<file path="src/rtl/pipeline_stall_controller_pkg.sv">
// Purpose: shared FSM encoding and default sizing for the stall controller.
// Latency: n/a (types and constants only).
// Backpressure: n/a.
package pipeline_stall_controller_pkg;

    typedef enum logic {
        ST_RUN      = 1'b0,
        ST_MEM_WAIT = 1'b1
    } state_e;

    // Longest tolerated SRAM wait before the watchdog flags an error.
    localparam int DEF_MEM_TIMEOUT = 255;
    // Width of each performance counter.
    localparam int DEF_CNT_W       = 16;

endpackage

</file>
<file path="src/rtl/pipeline_stall_controller_if.sv">
// Purpose: bundles hazard/branch/SRAM events and the pipeline-register controls.
// Latency: n/a (wiring only).
// Backpressure: none; all signals are level-valid every cycle.
interface pipeline_stall_controller_if
    import pipeline_stall_controller_pkg::*;
#(
    parameter int CNT_W = DEF_CNT_W
) ();

    // Events from the stage datapaths
    logic             hazard_detected_signal;
    logic             branch_taken;
    logic             mem_req;
    logic             mem_ready;

    // Controls to the pipeline registers and status
    logic             freeze_pc;
    logic             freeze_if_id;
    logic             bubble_id_ex;
    logic             flush_if_id;
    logic             freeze_back;
    logic             state_mem_wait;
    logic             mem_timeout_err;
    logic [CNT_W-1:0] stall_cycles;
    logic [CNT_W-1:0] flush_count;
    logic [CNT_W-1:0] mem_wait_cycles;

    // Datapath side: raises events, consumes controls.
    modport master (
        output hazard_detected_signal, branch_taken, mem_req, mem_ready,
        input  freeze_pc, freeze_if_id, bubble_id_ex, flush_if_id, freeze_back,
        input  state_mem_wait, mem_timeout_err,
        input  stall_cycles, flush_count, mem_wait_cycles
    );

    // Controller side.
    modport slave (
        input  hazard_detected_signal, branch_taken, mem_req, mem_ready,
        output freeze_pc, freeze_if_id, bubble_id_ex, flush_if_id, freeze_back,
        output state_mem_wait, mem_timeout_err,
        output stall_cycles, flush_count, mem_wait_cycles
    );

endinterface

</file>
<file path="src/rtl/pipeline_stall_controller_sat_counter.sv">
// Purpose: up-counter with synchronous clear that sticks at all-ones.
// Latency: count visible the cycle after the enabling edge.
// Backpressure: none; enable is sampled every cycle.
module sat_counter
    import pipeline_stall_controller_pkg::*;
#(
    parameter int W = DEF_CNT_W
) (
    input  logic         clk,
    input  logic         rst,
    input  logic         en,
    input  logic         clr,
    output logic [W-1:0] cnt
);

    logic [W-1:0] cnt_q;
    logic [W-1:0] cnt_d;

    // Clear wins over increment; increment stops at all-ones.
    always_comb begin
        cnt_d = cnt_q;
        if (clr) begin
            cnt_d = '0;
        end else if (en && (cnt_q != {W{1'b1}})) begin
            cnt_d = cnt_q + 1'b1;
        end
    end

    // Counter register.
    always_ff @(posedge clk or posedge rst) begin
        if (rst) begin
            cnt_q <= '0;
        end else begin
            cnt_q <= cnt_d;
        end
    end

    assign cnt = cnt_q;

endmodule

</file>
<file path="src/rtl/pipeline_stall_controller.sv">
// Purpose: arbitrates memory-wait, branch-flush and hazard stalls into pipeline-register controls.
// Latency: controls are combinational (same cycle); counters/state update on the next edge.
// Backpressure: a pending SRAM access freezes the whole pipe until mem_ready.
module pipeline_stall_controller
    import pipeline_stall_controller_pkg::*;
#(
    parameter int MEM_TIMEOUT = DEF_MEM_TIMEOUT,
    parameter int CNT_W       = DEF_CNT_W
) (
    input  logic                         clk,
    input  logic                         rst,
    pipeline_stall_controller_if.slave   bus
);

    // Watchdog is just wide enough to hold MEM_TIMEOUT; it stops there
    // rather than at all-ones.
    localparam int                TMO_W    = $clog2(MEM_TIMEOUT + 1);
    localparam logic [TMO_W-1:0]  TMO_MAX  = TMO_W'(MEM_TIMEOUT);
    localparam logic [TMO_W-1:0]  TMO_LAST = TMO_W'(MEM_TIMEOUT - 1);

    state_e            state_q;
    state_e            state_d;
    logic              err_q;
    logic              err_d;

    logic              mem_freeze;
    logic              branch_flush;
    logic              hazard_stall;
    logic              tmo_inc;
    logic              tmo_clr;
    logic [TMO_W-1:0]  tmo_cnt;

    // Priority arbitration: memory freeze > branch flush > hazard stall.
    // A freeze hides branch/hazard because EXE re-presents them after the wait.
    always_comb begin
        mem_freeze   = 1'b0;
        branch_flush = 1'b0;
        hazard_stall = 1'b0;
        if (!bus.mem_ready) begin
            mem_freeze = (state_q == ST_MEM_WAIT) || bus.mem_req;
        end
        branch_flush = !mem_freeze && bus.branch_taken;
        hazard_stall = !mem_freeze && !bus.branch_taken && bus.hazard_detected_signal;
    end

    assign bus.freeze_back     = mem_freeze;
    assign bus.freeze_pc       = mem_freeze || hazard_stall;
    assign bus.freeze_if_id    = mem_freeze || hazard_stall;
    assign bus.bubble_id_ex    = branch_flush || hazard_stall;
    assign bus.flush_if_id     = branch_flush;
    assign bus.state_mem_wait  = (state_q == ST_MEM_WAIT);
    assign bus.mem_timeout_err = err_q;

    // Next state: enter MEM_WAIT on an access that did not complete in its own cycle.
    always_comb begin
        state_d = state_q;
        case (state_q)
            ST_RUN:      if (bus.mem_req && !bus.mem_ready) state_d = ST_MEM_WAIT;
            ST_MEM_WAIT: if (bus.mem_ready)                 state_d = ST_RUN;
        endcase
    end

    // Watchdog controls; the error latches on the edge the count hits MEM_TIMEOUT
    // and the wait itself carries on.
    always_comb begin
        tmo_inc = (state_q == ST_MEM_WAIT) && !bus.mem_ready && (tmo_cnt != TMO_MAX);
        tmo_clr = (state_q == ST_MEM_WAIT) && bus.mem_ready;
        err_d   = err_q || (tmo_inc && (tmo_cnt == TMO_LAST));
    end

    // FSM and sticky error registers.
    always_ff @(posedge clk or posedge rst) begin
        if (rst) begin
            state_q <= ST_RUN;
            err_q   <= 1'b0;
        end else begin
            state_q <= state_d;
            err_q   <= err_d;
        end
    end

    sat_counter #(.W(TMO_W)) u_tmo_cnt (
        .clk (clk),
        .rst (rst),
        .en  (tmo_inc),
        .clr (tmo_clr),
        .cnt (tmo_cnt)
    );

    sat_counter #(.W(CNT_W)) u_stall_cnt (
        .clk (clk),
        .rst (rst),
        .en  (hazard_stall),
        .clr (1'b0),
        .cnt (bus.stall_cycles)
    );

    sat_counter #(.W(CNT_W)) u_flush_cnt (
        .clk (clk),
        .rst (rst),
        .en  (branch_flush),
        .clr (1'b0),
        .cnt (bus.flush_count)
    );

    sat_counter #(.W(CNT_W)) u_memw_cnt (
        .clk (clk),
        .rst (rst),
        .en  (mem_freeze),
        .clr (1'b0),
        .cnt (bus.mem_wait_cycles)
    );

endmodule

</file>
<file path="src/flat_wrapper.sv">
// flat-port wrapper written by rule: the top's interface ports become plain ports
module pipeline_stall_controller_flat import pipeline_stall_controller_pkg::*;
#(
    parameter int MEM_TIMEOUT = DEF_MEM_TIMEOUT,
    parameter int CNT_W       = DEF_CNT_W
)
  (clk, rst, bus_hazard_detected_signal, bus_branch_taken, bus_mem_req, bus_mem_ready, bus_freeze_pc, bus_freeze_if_id, bus_bubble_id_ex, bus_flush_if_id, bus_freeze_back, bus_state_mem_wait, bus_mem_timeout_err, bus_stall_cycles, bus_flush_count, bus_mem_wait_cycles);
  pipeline_stall_controller_if #(.CNT_W(CNT_W)) bus_i ();
  input  logic clk;
  input  logic rst;
  input wire logic [$bits(bus_i.hazard_detected_signal)-1:0] bus_hazard_detected_signal;
  input wire logic [$bits(bus_i.branch_taken)-1:0] bus_branch_taken;
  input wire logic [$bits(bus_i.mem_req)-1:0] bus_mem_req;
  input wire logic [$bits(bus_i.mem_ready)-1:0] bus_mem_ready;
  output wire logic [$bits(bus_i.freeze_pc)-1:0] bus_freeze_pc;
  output wire logic [$bits(bus_i.freeze_if_id)-1:0] bus_freeze_if_id;
  output wire logic [$bits(bus_i.bubble_id_ex)-1:0] bus_bubble_id_ex;
  output wire logic [$bits(bus_i.flush_if_id)-1:0] bus_flush_if_id;
  output wire logic [$bits(bus_i.freeze_back)-1:0] bus_freeze_back;
  output wire logic [$bits(bus_i.state_mem_wait)-1:0] bus_state_mem_wait;
  output wire logic [$bits(bus_i.mem_timeout_err)-1:0] bus_mem_timeout_err;
  output wire logic [$bits(bus_i.stall_cycles)-1:0] bus_stall_cycles;
  output wire logic [$bits(bus_i.flush_count)-1:0] bus_flush_count;
  output wire logic [$bits(bus_i.mem_wait_cycles)-1:0] bus_mem_wait_cycles;
  assign bus_i.hazard_detected_signal = bus_hazard_detected_signal;
  assign bus_i.branch_taken = bus_branch_taken;
  assign bus_i.mem_req = bus_mem_req;
  assign bus_i.mem_ready = bus_mem_ready;
  assign bus_freeze_pc = bus_i.freeze_pc;
  assign bus_freeze_if_id = bus_i.freeze_if_id;
  assign bus_bubble_id_ex = bus_i.bubble_id_ex;
  assign bus_flush_if_id = bus_i.flush_if_id;
  assign bus_freeze_back = bus_i.freeze_back;
  assign bus_state_mem_wait = bus_i.state_mem_wait;
  assign bus_mem_timeout_err = bus_i.mem_timeout_err;
  assign bus_stall_cycles = bus_i.stall_cycles;
  assign bus_flush_count = bus_i.flush_count;
  assign bus_mem_wait_cycles = bus_i.mem_wait_cycles;
  pipeline_stall_controller #(.MEM_TIMEOUT(MEM_TIMEOUT), .CNT_W(CNT_W)) u_core (.clk(clk), .rst(rst), .bus(bus_i));
endmodule
</file>
<file path="config.mk">
export PLATFORM = sky130hd
export DESIGN_NAME = pipeline_stall_controller_flat
export DESIGN_NICKNAME = d
export VERILOG_FILES = /design/src/rtl/pipeline_stall_controller_pkg.sv /design/src/rtl/pipeline_stall_controller_if.sv /design/src/rtl/pipeline_stall_controller_sat_counter.sv /design/src/rtl/pipeline_stall_controller.sv /design/src/flat_wrapper.sv
export SDC_FILE = /design/constraint.sdc
export NUM_CORES = 1
export LEC_CHECK = 0
export CORE_MARGIN = 10
export CORE_UTILIZATION = 30
export CTS_CLUSTER_DIAMETER = 50
export DETAILED_ROUTE_END_ITERATION = 6
export PLACE_DENSITY = 0.61
export SLEW_MARGIN = 40
export SYNTH_ARGS = -nofsm -noshare
export SYNTH_HDL_FRONTEND = slang
export SYNTH_SLANG_ARGS = --single-unit
</file>
<file path="constraint.sdc">
create_clock -name clk -period 1.9 [get_ports clk]
set_input_delay 0.285 -clock clk [delete_from_list [all_inputs] [get_ports clk]]
set_output_delay 0.285 -clock clk [all_outputs]
set_load 0.005 [all_outputs]
</file>
==> impl_results.md <==
- GRT Total Usage: about a tenth
- Final setup skew: ~0.0085 ns
- Hold Path Class: primary input to async pin
- Worst EP required: around 2.2 ns
- Min Hold Slack: roughly 0.32 ns
- Grt ovf: 0
- Library cells used by synthesis: 40
- Psw: ~1200 uW
- RSZ-0062 raised after global routing: false
- CP Max Fanout: 5
- Iter 0 DRT Violations: roughly 140
- Hold-fix buffers, CTS: 0
- Final Hold Viols: 0
- Ys Warns: 0
- Sw frac: between 20% and 30%
- Vias post-DR: between 2000 and 2500
- Max layer used: met4
- Max Cap Viol: 0
- Status: finished, final reports clean
- Arrival time at the worst endpoint: just over 2 ns
- Vias per inst: between 4 and 5
- Post-Syn Area: approximately 2900 um2
- Clock sinks: 58
- Die W: 119 um
- Num CTS Buffers: 9
- Final Cycle Share: between 90 and 100%
- Core area: around 9300 um2
- Pwr per Cell Area: approximately 1000 nW/um2
- Fin cells: a little over 500
- Final setup fails: 0
- Worst setup EP type: register
- Share of cells above drive strength 1: between 20% and 30%
- Root Buffer Master: clkbuf_8
- IO Port Bufs: 60
- Critical path launch point type: register
- Nets: between 300 and 400
- Top-Level Pins: 61
- Internal power: about 2900 uW
- CTS tree: built
- Setup Crit Path Kind: register to register
- Reg clk slew, reported paths: about 0.070 ns
- Syn nets: between 200 and 300
- Syn avg cell area: about 11 um2
- H-tree depth: 3
- Slew HR: approximately two thirds
- Placed cell count: between 400 and 500
- Slew Viols, Final: 0
- Layout area overhead: 43.3%
- Sequential power share: approximately two fifths
- Largest net degree at the start of global routing: 59
- Leakage: 0.00186 uW
- Tightest Pin Transition: approximately 0.48 ns
- CP max stage delay: just over 0.4 ns
- Die height: roughly 120 um
- Rows: 35
- WL met3: 388 um
- Total Wirelength: approximately 7200 um
- Routed Antenna Nets: 0
- Post-synthesis register bit count: 58
- Initial antenna violation count: 0
- Worst vdd ir: roughly 0.68 mV
- Cell at the slowest stage of the critical path: dfrtp_1
- Critical path's most frequent cell: buf_4
- Clock share of power: 30.2%
- Clock latency on the worst-skew pair: between 0.3 and 0.4 ns
- DR WL/cell: around 14 um
- Final worst path period need: around 1.8 ns
- Global-route wire length before repair: 12400 um
- Initial DRT Pass Iterations: 5
- Gate power share: approximately 28%
- Max Buffers Root-to-Sink: 2
- Cells after Synth: between 200 and 300
- DR WL met2: 3410 um
- Crit path cell chain: o21bai_4 -> buf_4 -> inv_4 -> or3_1 -> buf_4 -> nor3_1 -> xor2_1
- ANT cells: 0
- Residual DRC: 0
- Max Fclk: between 500 and 600 MHz
- Total power: roughly 4200 uW
- HPWL Detailed: between 5000 and 6000 um
- Sequential fraction of the synthesis area: 49.8%
- Vias in the first global route: around 2500
- Wire length on met1: between 3000 and 4000 um
- Starting Density: a little under a third
- Die area: about 14000 um2
- GPL Wtd Cong: a little under 0.8
## cell usage after synthesis
cell	instances	share of area, %
o21bai_4	1	0.64
o31ai_1	2	0.52
inv_4	1	0.21
and3_1	3	0.64
nor4_4	2	1.5
buf_4	1	0.26
o21bai_1	2	0.52
nand3_1	17	2.9
o211ai_1	1	0.26
a21oi_1	6	1.0
nand2b_1	3	0.64
nor4_1	10	2.1
mux2i_1	2	0.69
nor3b_1	2	0.52
a31oi_1	3	0.64
or2_2	1	0.21
a21o_1	1	0.26
nand3b_1	1	0.26
a211oi_1	1	0.26
and4_1	3	0.90
nand4_1	19	4.1
a21boi_0	1	0.26
nor4b_1	1	0.30
xor2_1	30	9.0
o21ai_0	4	0.69
or2b_1	3	0.77
nand2_1	26	3.4
nor3_2	2	0.69
a2111oi_2	1	0.52
mux2_2	10	3.9
clkbuf_1	1	0.13
inv_1	7	0.90
xnor2_1	7	2.1
ha_1	5	2.1
dfrtp_1	58	50
nor3_1	19	3.3
nor2_1	12	1.5
nand4b_1	1	0.30
or4_4	1	0.39
or3_1	4	0.86
## critical path: cells and delay by family (launching register included)
kind | cells | cell delay, ns
simple gates | 2 | 0.62
flops | 1 | 0.41
buf+inv | 3 | 0.36
compound gates | 1 | 0.17
xor+xnor | 1 | 0.17
## sequential cells by signal, indices dropped and copies added (netlist names)
signal / cells
u_core.u_flush_cnt.cnt: 16
u_core.u_memw_cnt.cnt: 16
u_core.u_stall_cnt.cnt: 16
u_core.u_tmo_cnt.cnt: 8
u_core.bus.mem_timeout_err: 1
u_core.bus.state_mem_wait: 1
## metrics by stage
stage / TNS [ns] / setup WS (ns) / instance area [um2] / utilization (%)
final: 0 / 0.0990 / 4180 / 44.8
after floorplan: 0 / 0.0554 / 2910 / -
after global placement: -4.45 / -0.243 / 3920 / 42.1
after detailed placement: -5.29 / -0.262 / 3920 / 42.1
after CTS: -0.0177 / -0.0177 / 4150 / 44.5
after global routing: 0 / 0.00860 / 4180 / 44.8
## timing repair
item | in CTS | in global routing
cloned | 0 | 0
buffers inserted | 2 | 1
setup endpoints to repair | 5 | 3
resized for setup | 8 | 6
pin swaps | 1 | 1
## path summary, 6_finish.rpt
| path | start | end | slack (ns) | cells past startpoint |
|---|---|---|---|---|
| max in group asynchronous | rst | u_core.u_stall_cnt.cnt[5] | 1.31 | 3 |
| max reg2reg | u_core.bus.state_mem_wait | u_core.u_flush_cnt.cnt[10] | 0.1 | 7 |
| min | rst | u_core.u_memw_cnt.cnt[15] | 0.32 | 3 |
| min reg2reg | u_core.u_tmo_cnt.cnt[7] | u_core.u_tmo_cnt.cnt[7] | 0.47 | 1 |
| min in group clk | bus_mem_ready | u_core.u_tmo_cnt.cnt[3] | 0.44 | 3 |
| max | u_core.bus.state_mem_wait | u_core.u_flush_cnt.cnt[10] | 0.1 | 7 |
## power by group through the flow
stage | Combinational (uW) | Sequential, uW | Clock [uW]
after floorplan | 389 | 1770 | 0
after CTS | 1180 | 1740 | 1290
after global placement | 1160 | 1750 | 0
final | 1160 | 1750 | 1250
after global routing | 1300 | 1800 | 1340
after detailed placement | 1170 | 1760 | 0
## final cells by class
| cell class | count | area [um2] |
|---|---|---|
| Clock inverter | 6 | 80.1 |
| Multi-Input combinational cell | 207 | 1440 |
| Sequential cell | 58 | 1450 |
| Timing Repair Buffer | 96 | 873 |
| Fill cell | 896 | 5150 |
| Inverter | 8 | 32.5 |
| Clock buffer | 10 | 138 |
| Tap cell | 129 | 161 |
## logic make-up (layout without fill, tap and decap cells)
group | after synthesis | after routing | synth area share [%]
muxes | 12 | 12 | 4.55
DFF | 58 | 58 | 49.8
adders and majority gates | 5 | 5 | 2.15
buffers and inverters | 10 | 120 | 1.50
xor gates and xnor gates | 37 | 37 | 11.1
AOI/OAI and AO/OA | 23 | 23 | 5.58
and+or+nand+nor | 130 | 130 | 25.3
## layout by cell type, fill, tap and decap left out, types with 2 or more instances in the layout
master            n
dfrtp_1          58
clkdlybuf4s50_1  52
buf_4            35
xor2_1           30
nand2_1          26
nand4_1          19
nor3_1           18
nand3_1          16
nor2_1           12
mux2_2           10
clkbuf_8         10
nor4_1            9
xnor2_1           7
inv_1             6
a21oi_1           6
dlygate4sd2_1     6
ha_1              5
or3_1             4
o21ai_0           4
clkinv_2          4
a31oi_1           3
and4_1            3
or2b_1            3
and3_1            3
nor3_2            3
nand2b_1          3
mux2i_1           2
nor4_4            2
o21bai_1          2
o31ai_1           2
bufinv_16         2
## layer usage
metal,track usage [%],up-vias
li1,-,1220
met1,13.5,1179
met2,16.0,48
met3,3.62,10
met4,4.35,0
met5,0,-
No activity file was read; power rests on OpenSTA's default activity.
